[src/rtl/spi_slave_pkg.sv]
// Shared definitions for the SPI slave endpoint.
// State encodings, default word width and the link mode.
package spi_slave_pkg;

    localparam int SPI_WIDTH = 8;

    // {CPOL, CPHA}; the master uses the same constant
    localparam logic [1:0] SPI_MODE0 = 2'b00;

    typedef enum logic {
        SPI_IDLE  = 1'b0,
        SPI_SHIFT = 1'b1
    } spi_state_e;

endpackage

[src/rtl/spi_sync_edge.sv]
// Two-flop synchronizer with an extra flop for edge detection.
// Brings an asynchronous level into the local clock domain.
module spi_sync_edge (
    input  logic clk,
    input  logic reset,
    input  logic din,
    output logic level,
    output logic rise,
    output logic fall
);

    logic r_meta;
    logic r_sync;
    logic r_prev;

    always_ff @(posedge clk or negedge reset) begin
        if (!reset) begin
            r_meta <= 1'b0;
            r_sync <= 1'b0;
            r_prev <= 1'b0;
        end else begin
            r_meta <= din;
            r_sync <= r_meta;
            r_prev <= r_sync;
        end
    end

    assign level = r_sync;
    assign rise  = r_sync & ~r_prev;
    assign fall  = ~r_sync & r_prev;

endmodule

[src/rtl/spi_slave.sv]
// SPI mode-0 slave: MSB-first receive and transmit of WIDTH-bit
// words, back-to-back while ss stays low, with a TX holding register.
module spi_slave
    import spi_slave_pkg::*;
#(
    parameter int WIDTH = SPI_WIDTH
) (
    input  logic             clk,
    input  logic             reset,
    input  logic             sclk,
    input  logic             ss,
    input  logic             mosi,
    output logic             miso,
    input  logic [WIDTH-1:0] tx_data,
    input  logic             tx_load,
    output logic             tx_ready,
    output logic [WIDTH-1:0] rx_data,
    output logic             rx_valid,
    output logic             tx_underrun,
    output logic             frame_err
);

    localparam int CW = $clog2(WIDTH);
    localparam logic [CW-1:0] LAST = CW'(WIDTH - 1);

    spi_state_e       r_state;
    logic [CW-1:0]    r_bit_cnt;
    logic [WIDTH-2:0] r_rx_shift;
    logic [WIDTH-1:0] r_tx_shift;
    logic [WIDTH-1:0] r_hold;
    logic             r_hold_full;
    logic [WIDTH-1:0] r_rx_data;
    logic             r_rx_valid;
    logic             r_tx_underrun;
    logic             r_frame_err;
    logic [2:0]       r_mosi_d;

    logic w_sclk_lvl, w_sclk_rise, w_sclk_fall;
    logic w_ss_lvl, w_ss_rise, w_ss_fall;
    logic w_mosi_s;
    logic w_reload;
    logic w_unused;
    logic [WIDTH-1:0] w_next_tx;
    logic [WIDTH-1:0] w_rx_next;

    spi_sync_edge u_sclk (
        .clk   (clk),
        .reset (reset),
        .din   (sclk),
        .level (w_sclk_lvl),
        .rise  (w_sclk_rise),
        .fall  (w_sclk_fall)
    );

    spi_sync_edge u_ss (
        .clk   (clk),
        .reset (reset),
        .din   (ss),
        .level (w_ss_lvl),
        .rise  (w_ss_rise),
        .fall  (w_ss_fall)
    );

    assign w_unused = &{1'b0, w_sclk_lvl, w_ss_lvl};

    // Same depth as the sclk edge path so data lines up with its edge
    always_ff @(posedge clk or negedge reset) begin
        if (!reset) begin
            r_mosi_d <= '0;
        end else begin
            r_mosi_d <= {r_mosi_d[1:0], mosi};
        end
    end

    assign w_mosi_s  = r_mosi_d[2];
    assign w_rx_next = {r_rx_shift, w_mosi_s};
    assign w_next_tx = r_hold_full ? r_hold : '0;

    always_comb begin
        w_reload = 1'b0;
        unique case (r_state)
            SPI_IDLE:  w_reload = w_ss_fall;
            SPI_SHIFT: w_reload = !w_ss_rise && w_sclk_fall &&
                                  (r_bit_cnt == '0);
            default:   w_reload = 1'b0;
        endcase
    end

    // A reload and a load in one cycle: old value leaves, new one lands
    always_ff @(posedge clk or negedge reset) begin
        if (!reset) begin
            r_hold      <= '0;
            r_hold_full <= 1'b0;
        end else begin
            if (w_reload) begin
                r_hold_full <= 1'b0;
            end
            if (tx_load && (!r_hold_full || w_reload)) begin
                r_hold      <= tx_data;
                r_hold_full <= 1'b1;
            end
        end
    end

    always_ff @(posedge clk or negedge reset) begin
        if (!reset) begin
            r_state       <= SPI_IDLE;
            r_bit_cnt     <= '0;
            r_rx_shift    <= '0;
            r_tx_shift    <= '0;
            r_rx_data     <= '0;
            r_rx_valid    <= 1'b0;
            r_tx_underrun <= 1'b0;
            r_frame_err   <= 1'b0;
        end else begin
            r_rx_valid    <= 1'b0;
            r_tx_underrun <= 1'b0;
            r_frame_err   <= 1'b0;
            unique case (r_state)
                SPI_IDLE: begin
                    if (w_ss_fall) begin
                        r_state       <= SPI_SHIFT;
                        r_tx_shift    <= w_next_tx;
                        r_tx_underrun <= !r_hold_full;
                        r_bit_cnt     <= '0;
                    end
                end
                SPI_SHIFT: begin
                    if (w_ss_rise) begin
                        r_state     <= SPI_IDLE;
                        r_frame_err <= (r_bit_cnt != '0);
                        r_bit_cnt   <= '0;
                        r_tx_shift  <= '0;
                    end else begin
                        if (w_sclk_rise) begin
                            r_rx_shift <= w_rx_next[WIDTH-2:0];
                            if (r_bit_cnt == LAST) begin
                                r_rx_data  <= w_rx_next;
                                r_rx_valid <= 1'b1;
                                r_bit_cnt  <= '0;
                            end else begin
                                r_bit_cnt <= r_bit_cnt + 1'b1;
                            end
                        end
                        if (w_sclk_fall) begin
                            if (r_bit_cnt == '0) begin
                                r_tx_shift    <= w_next_tx;
                                r_tx_underrun <= !r_hold_full;
                            end else begin
                                r_tx_shift <= {r_tx_shift[WIDTH-2:0], 1'b0};
                            end
                        end
                    end
                end
                default: r_state <= SPI_IDLE;
            endcase
        end
    end

    assign miso        = r_tx_shift[WIDTH-1];
    assign tx_ready    = !r_hold_full;
    assign rx_data     = r_rx_data;
    assign rx_valid    = r_rx_valid;
    assign tx_underrun = r_tx_underrun;
    assign frame_err   = r_frame_err;

endmodule

[config.mk]
export PLATFORM = sky130hd
export DESIGN_NAME = spi_slave
export DESIGN_NICKNAME = d
export VERILOG_FILES = /design/src/rtl/spi_slave_pkg.sv /design/src/rtl/spi_sync_edge.sv /design/src/rtl/spi_slave.sv
export SDC_FILE = /design/constraint.sdc
export NUM_CORES = 1
export LEC_CHECK = 0
export BUFFER_PORTS_ARGS = -buffer_cell sky130_fd_sc_hd__buf_2
export CAP_MARGIN = 20
export CORE_MARGIN = 4
export CORE_UTILIZATION = 50
export CTS_CLUSTER_SIZE = 30
export DETAILED_ROUTE_END_ITERATION = 7
export GPL_TIMING_DRIVEN = 1
export PLACE_DENSITY_LB_ADDON = 0.2
export SYNTH_ARGS = -nofsm -noshare
export SYNTH_HDL_FRONTEND = slang
export SYNTH_SLANG_ARGS = --single-unit
[constraint.sdc]
create_clock -name clk -period 2.3 [get_ports clk]
set_input_delay 0.23 -clock clk [delete_from_list [all_inputs] [get_ports clk]]
set_output_delay 0.23 -clock clk [all_outputs]
set_load 0.01 [all_outputs]
==> flow_summary_export.csv, run 1 <==
group,metric,value,unit
outcome,outcome,"finished clean",
synth,syn_area_per_cell,12.5,µm²
synth,synth.top_cell.area_share,0.577,
floorplanning,dieWidth,72.5,µm
placed_design,dp_hpwl,2560,µm
final_layout,postLayoutCoreUtil,0.591,
power_and_ir_drop,sw_frac_of_total,0.278,
timing,fin_crit_sh,0.840,
detailed_routing,wl_per_cell,14.2,µm
critical_path,critPathMaxFanout,8,
final_layout,layout.cells.most_common,"dfrtp_1",
clock_tree,post_cts_buffers,0,
timing,tightest_slew,512,ps
worst_hold_path,worstHoldPathCells,1,
global_route,antenna_found_initial,0,
detailed_routing,ant_nets,0,
power_and_ir_drop,power_density,884,nW/µm²
timing,relSlewSlack,0.658,
critical_path,cp-start-kind,"register",
timing,finalSetupViolations,0,
clock_tree,cts_num_sinks,48,
clock_tree,ctsResizeCount,0,
timing,fmax,518,MHz
synth,syn-cell-area,2080,µm²
timing,skew,6.73,ps
timing,finalHoldViolations,0,
synth,synth_cell_type_count,35,
critical_path,endpoint_kind,"register",
floorplanning,core_area,4000,µm²
synth,synth_area_leaders,"dfrtp_1 58%, mux2_2 8.7%, nand2_1 6.3%, mux2_4 5.8%, mux2i_1 3.4%",
synth,async_flop_share,1.00,
final_layout,area_delta_synth_final,13.7,%
power_and_ir_drop,vdd_drop_max,560,µV
critical_path,critPathRequiredTime,2480,ps
global_route,grt_pass1_vias,1354,
clock_tree,cts_inserted_buffers,5,
synth,ys_warn_count,0,
power_and_ir_drop,p_leak,1.25,nW
detailed_routing,wl,3540,µm
clock_tree,cts_htree_levels,2,
power_and_ir_drop,p_seq_frac,0.537,
global_route,grt_max_degree,32,
global_route,grt_overflow,0,
floorplanning,start_util,0.520,
placed_design,globalplace.congestion,0.827,
power_and_ir_drop,p_int,1.51,mW
worst_hold_path,hold_class,"primary input to register",
synth,ys_ff_latch,48,
detailed_routing,vias,1320,
clock_tree,clk_pin_slew,80,ps
critical_path,arrival,2110,ps
final_layout,antenna_cells,0,
detailed_routing,first_pass_iters,4,
floorplanning,ios,27,
power_and_ir_drop,pwr-share-comb,0.222,
synth,syn_inst,167,
critical_path,r2r_cells,6,
clock_tree,worstSkewPairLatency,290,ps
critical_path,critPathKind,"register to register",
timing,finalCriticalPeriod,1930,ps
synth,synth_edf_count,0,
final_layout,nets,216,
detailed_routing,drtIter0Drc,67,
timing,rsz0062_at_grt,"false",
synth,syn_nets,184,
clock_tree,cts_root_buf,"clkbuf_8",
floorplanning,dieArea,5260,µm²
run,drv_cap,0,
power_and_ir_drop,p_sw,0.582,mW
floorplanning,row_count,23,
final_layout,drive_gt1_frac,0.335,
synth,synth-main-ff-cell,"dfrtp_1",
global_route,grt_pass1_wl,6110,µm
timing,drv_slew,0,
global_route,grt_usage,0.153,
final_layout,layout_common_cells,"48 x dfrtp_1, 35 x nand2_1, 26 x buf_2",
detailed_routing,drc,0,
critical_path,r2r_slack,370,ps
power_and_ir_drop,pwr-share-clk,0.241,
synth,yosys.area.top_type,"dfrtp_1",
synth,yosysSeqAreaShare,0.577,
clock_tree,cts_tree,"built",
placed_design,io_buffers,26,
detailed_routing,avgViaCountPerCell,5.28,
clock_tree,cts_max_path_buffers,2,
timing,tns,0,ps
floorplanning,fp.dieH,72.5,µm
## cell type report
type                       instances  area [µm²]
timing repair buffer              29         155
clock buffer                       7        86.3
clock inverter                     1        7.51
inverter                           6        25.0
fill                             344        1640
multi-input combinational        109         827
tap                               50        62.6
sequential                        48        1200
## path summary, 6_finish.rpt
kind,startpoint,end
worst max-delay path,r_bit_cnt[0],r_hold[5]
worst min-delay path,sclk,u_sclk.r_meta
worst max register to register,r_bit_cnt[0],r_hold[5]
worst min register to register,r_mosi_d[0],r_mosi_d[1]
max in group asynchronous,reset,r_mosi_d[2]
min in group asynchronous,reset,u_sclk.r_prev
## timing repair
action	4_1_cts	5_1_grt
setup endpoints to repair	0	0
hold endpoints to repair	17	0
hold buffers	1	0
## cells in the mapped netlist, types with 3 or more instances
cell type / n
dfrtp_1: 48
nand2_1: 35
mux2_2: 16
mux2_4: 8
o21ai_0: 8
mux2i_1: 7
and2_1: 6
inv_1: 5
ha_1: 3
nor2b_1: 3
## power by group through the flow
stage          clock [mW]  sequential [mW]  combinational [mW]
3_3_place_gp            0             1.13               0.448
5_1_grt             0.559             1.15               0.523
6_report            0.504             1.12               0.464
4_1_cts             0.530             1.12               0.470
3_5_place_dp            0             1.14               0.467
2_1_floorplan           0             1.10               0.371
## per-layer routing
metal | vias to the layer above | GRT usage | share of wire
li1 | 631 | - | -
met1 | 665 | 0.193 | 0.45
met2 | 20 | 0.258 | 0.50
met3 | 4 | 0.0346 | 0.034
met4 | 0 | 0.0553 | 0.0096
met5 | - | 0 | 0
## state kept, by name, summed over array words and instances (netlist names)
signal,flops
u_ss.level,1
r_hold_full,1
u_ss.r_meta,1
rx_data,8
r_state,1
r_tx_shift,8
r_hold,8
tx_underrun,1
r_bit_cnt,3
u_sclk.r_meta,1
frame_err,1
u_sclk.r_prev,1
r_mosi_d,3
u_sclk.level,1
rx_valid,1
r_rx_shift,7
u_ss.r_prev,1
## cells by family after synthesis
family | Yosys count | share of synthesized area
and+or+nand+nor | 57 | 0.141
buffers and inverters | 10 | 0.0253
DFF | 48 | 0.577
AOI/OAI and AO/OA | 18 | 0.0601
muxes | 31 | 0.178
adders and majority gates | 3 | 0.0180
## metrics by stage
step                instances  setup slack (ps)  power (mW)  hold WS (ps)  area (µm²)
global route              250               286        2.23          26.9        2360
detailed placement        241               356        1.61           177        2260
global placement          241               422        1.58           172        2260
finish                    250               368        2.09          42.4        2360
floorplan                 167               651        1.47         -65.6        2080
CTS                       250               344        2.12          28.3        2360
## worst max-delay path, stage by stage, from the launching register on
cell and delay (ps):
dfrtp_1 360, inv_1 70, ha_1 200, and4bb_2 230, o2bb2ai_2 180, a21bo_1 440
mux2_4 340
(Power assumes the default switching activity.)
==> run 2, diff against run 1 <==
--- a/config.mk
+++ b/config.mk
@@ -5,6 +5,7 @@
 export SDC_FILE = /design/constraint.sdc
 export NUM_CORES = 1
 export LEC_CHECK = 0
+export ABC_AREA = 1
 export BUFFER_PORTS_ARGS = -buffer_cell sky130_fd_sc_hd__buf_2
 export CAP_MARGIN = 20
 export CORE_MARGIN = 4
==> constraint.sdc (replaced) <==
create_clock -name clk -period 1.78 [get_ports clk]
set_input_delay 0.178 -clock clk [delete_from_list [all_inputs] [get_ports clk]]
set_output_delay 0.178 -clock clk [all_outputs]
set_load 0.01 [all_outputs]
==> run 2 against run 1 <==
  * Clock power is 34% higher
  * Clock skew is 4.0 ps lower
  * Critical path type unchanged
  * Count of clock-buffer cells in the layout is 1 lower
  * Design area is 3.0% higher
  * Setup slack worse by 87 ps
  * Critical path depth is 4 higher
  * Combinational power is 110% higher
  * Global-route usage is 0.35 points higher
  * Worst hold slack better by 63 ps
==> flow_summary_export.csv, run 2 <==
group,metric,value,unit
synth,syn_inst,221,
outcome,outcome,"finished clean",
clock_tree,cts_inserted_buffers,5,
clock_tree,ctsResizeCount,0,
critical_path,critPathKind,"register to register",
synth,async_flop_share,1.00,
synth,synth_common_cells,"71 x nand2_1, 48 x dfrtp_1, 19 x nand3_1",
global_route,grt_max_degree,30,
timing,tns,0,ps
synth,synth.top_cell.area_share,0.569,
clock_tree,cts_htree_levels,2,
floorplanning,dieWidth,73.0,µm
timing,fmax,667,MHz
detailed_routing,vias,1515,
critical_path,arrival,1690,ps
clock_tree,clk_pin_slew,90,ps
final_layout,antenna_cells,0,
critical_path,critPathMaxFanout,14,
global_route,grt_pass1_vias,1330,
clock_tree,worstSkewPairLatency,300,ps
clock_tree,cts_tree,"built",
synth,syn_nets,238,
timing,finalSetupViolations,0,
detailed_routing,wl,3730,µm
floorplanning,start_util,0.524,
timing,fin_crit_sh,0.842,
synth,ys_ff_latch,48,
timing,relSlewSlack,0.682,
global_route,grt_usage,0.156,
timing,finalCriticalPeriod,1500,ps
synth,synth_edf_count,0,
timing,tightest_slew,477,ps
floorplanning,fp.dieH,73.0,µm
final_layout,layout.cells.most_common,"nand2_1",
timing,setup_ws,281,ps
synth,syn-cell-area,2110,µm²
detailed_routing,first_pass_iters,4,
clock_tree,cts_max_path_buffers,2,
global_route,antenna_found_initial,0,
synth,yosys.area.top_type,"dfrtp_1",
power_and_ir_drop,p_leak,1.31,nW
synth,synth_cell_type_count,25,
floorplanning,row_count,23,
floorplanning,dieArea,5320,µm²
placed_design,dp_hpwl,2670,µm
detailed_routing,wl_per_cell,12.2,µm
timing,hold_ws,105,ps
final_layout,layout_common_cells,"71 x nand2_1, 48 x dfrtp_1, 26 x buf_2",
final_layout,drive_gt1_frac,0.242,
floorplanning,ios,27,
global_route,grt_util_met2,0.221,
synth,ys_warn_count,0,
placed_design,dp_slack,299,ps
synth,yosysMostFrequentCell,"nand2_1",
placed_design,io_buffers,26,
timing,drv_slew,0,
floorplanning,core_area,4030,µm²
global_route,grt.met1_usage,0.229,
timing,finalHoldViolations,0,
synth,synth_area_leaders,"dfrtp_1 57%, nand2_1 13%, nand3_1 4.5%, o21ai_2 3.3%, inv_1 2.8%",
final_layout,area_delta_synth_final,15.4,%
synth,yosysSeqAreaShare,0.569,
critical_path,critPathRequiredTime,1980,ps
detailed_routing,drc,0,
global_route,met3_usage,0.0289,
final_layout,nets,272,
global_route,grt-busiest-layer,"met1",
global_route,grt_overflow,0,
clock_tree,cts_num_sinks,48,
timing,skew,2.75,ps
worst_hold_path,hold_class,"primary input to register",
critical_path,endpoint_kind,"register",
global_route,grt_pass1_wl,6250,µm
detailed_routing,avgViaCountPerCell,4.95,
clock_tree,cts_root_buf,"clkbuf_8",
timing,rsz0062_at_grt,"false",
placed_design,placed_cell_area,2300,µm²
power_and_ir_drop,power_density,1340,nW/µm²
detailed_routing,drtIter0Drc,70,
detailed_routing,ant_nets,0,
critical_path,cp-start-kind,"register",
power_and_ir_drop,vdd_drop_max,655,µV
synth,syn_area_per_cell,9.55,µm²
final_layout,final_cell_area,2430,µm²
synth,synth-main-ff-cell,"dfrtp_1",
run,drv_cap,0,
placed_design,globalplace.congestion,0.808,
==> run 2: kinds of logic (layout without fill, tap and decap cells) <==
family / after synthesis / in the layout / synth area share
AND/OR/NAND/NOR: 117 / 117 / 0.263
AO/OA/AOI/OAI: 29 / 29 / 0.0979
adder cells (fa/ha/maj): 3 / 3 / 0.0178
flip-flops: 48 / 48 / 0.569
buffers and inverters: 24 / 59 / 0.0516
==> run 2: timing repair <==
| action | 4_1_cts | 5_1_grt |
|---|---|---|
| endpoints found under the setup margin | 0 | 0 |
| buffers inserted | 0 | 0 |
| hold endpoints to repair | 22 | 0 |
| hold buffers | 4 | 0 |
==> run 2: final cells by class <==
class	count	area (µm²)
fillers	358	1590
flip-flops and latches	48	1200
multi-input cells	149	800
repair buffers	33	205
clock buffers	6	82.6
inverters	18	70.1
well taps	50	62.6
clock inverters	2	13.8
==> run 2: worst max-delay path: stages (launching register included) <==
cell and delay, ps:
dfrtp_1 410, inv_1 110, ha_1 150, inv_1 40
nor2_1 120, buf_4 210, nand2_1 70, o211ai_1 90
nand2_1 80, nand2_1 60, nand2_1 40
==> run 2: worst paths after layout <==
check	from	end	slack (ps)	cells after the start
min	tx_data[3]	r_hold[3]	110	3
min reg2reg	u_ss.r_meta	u_ss.level	350	0
min in group asynchronous	reset	r_hold[3]	360	2
max	r_bit_cnt[0]	r_tx_shift[1]	280	10
max reg2reg	r_bit_cnt[0]	r_tx_shift[1]	280	10
max in group asynchronous	reset	r_bit_cnt[1]	910	3
==> run 2: metrics by stage <==
| stage | instances | utilization | power (mW) |
|---|---|---|---|
| global route | 306 | 0.604 | 3.51 |
| finish | 306 | 0.604 | 3.26 |
| global placement | 294 | 0.570 | 2.56 |
| detailed placement | 294 | 0.570 | 2.60 |
| CTS | 306 | 0.604 | 3.29 |
| floorplan | 221 | - | 2.33 |
==> run 2: power by group <==
part / leakage [nW] / switching [mW] / internal (mW)
clock: 0.0516 / 0.356 / 0.318
sequential: 0.620 / 0.220 / 1.37
combinational: 0.635 / 0.616 / 0.380
==> run 2: layer usage <==
layer | part of all wire | routed length, µm | vias to the layer above
met5 | 0 | 0 | -
met4 | 0.017 | 65 | 0
met3 | 0.041 | 151 | 8
met2 | 0.45 | 1670 | 26
met1 | 0.49 | 1840 | 707
li1 | - | - | 774
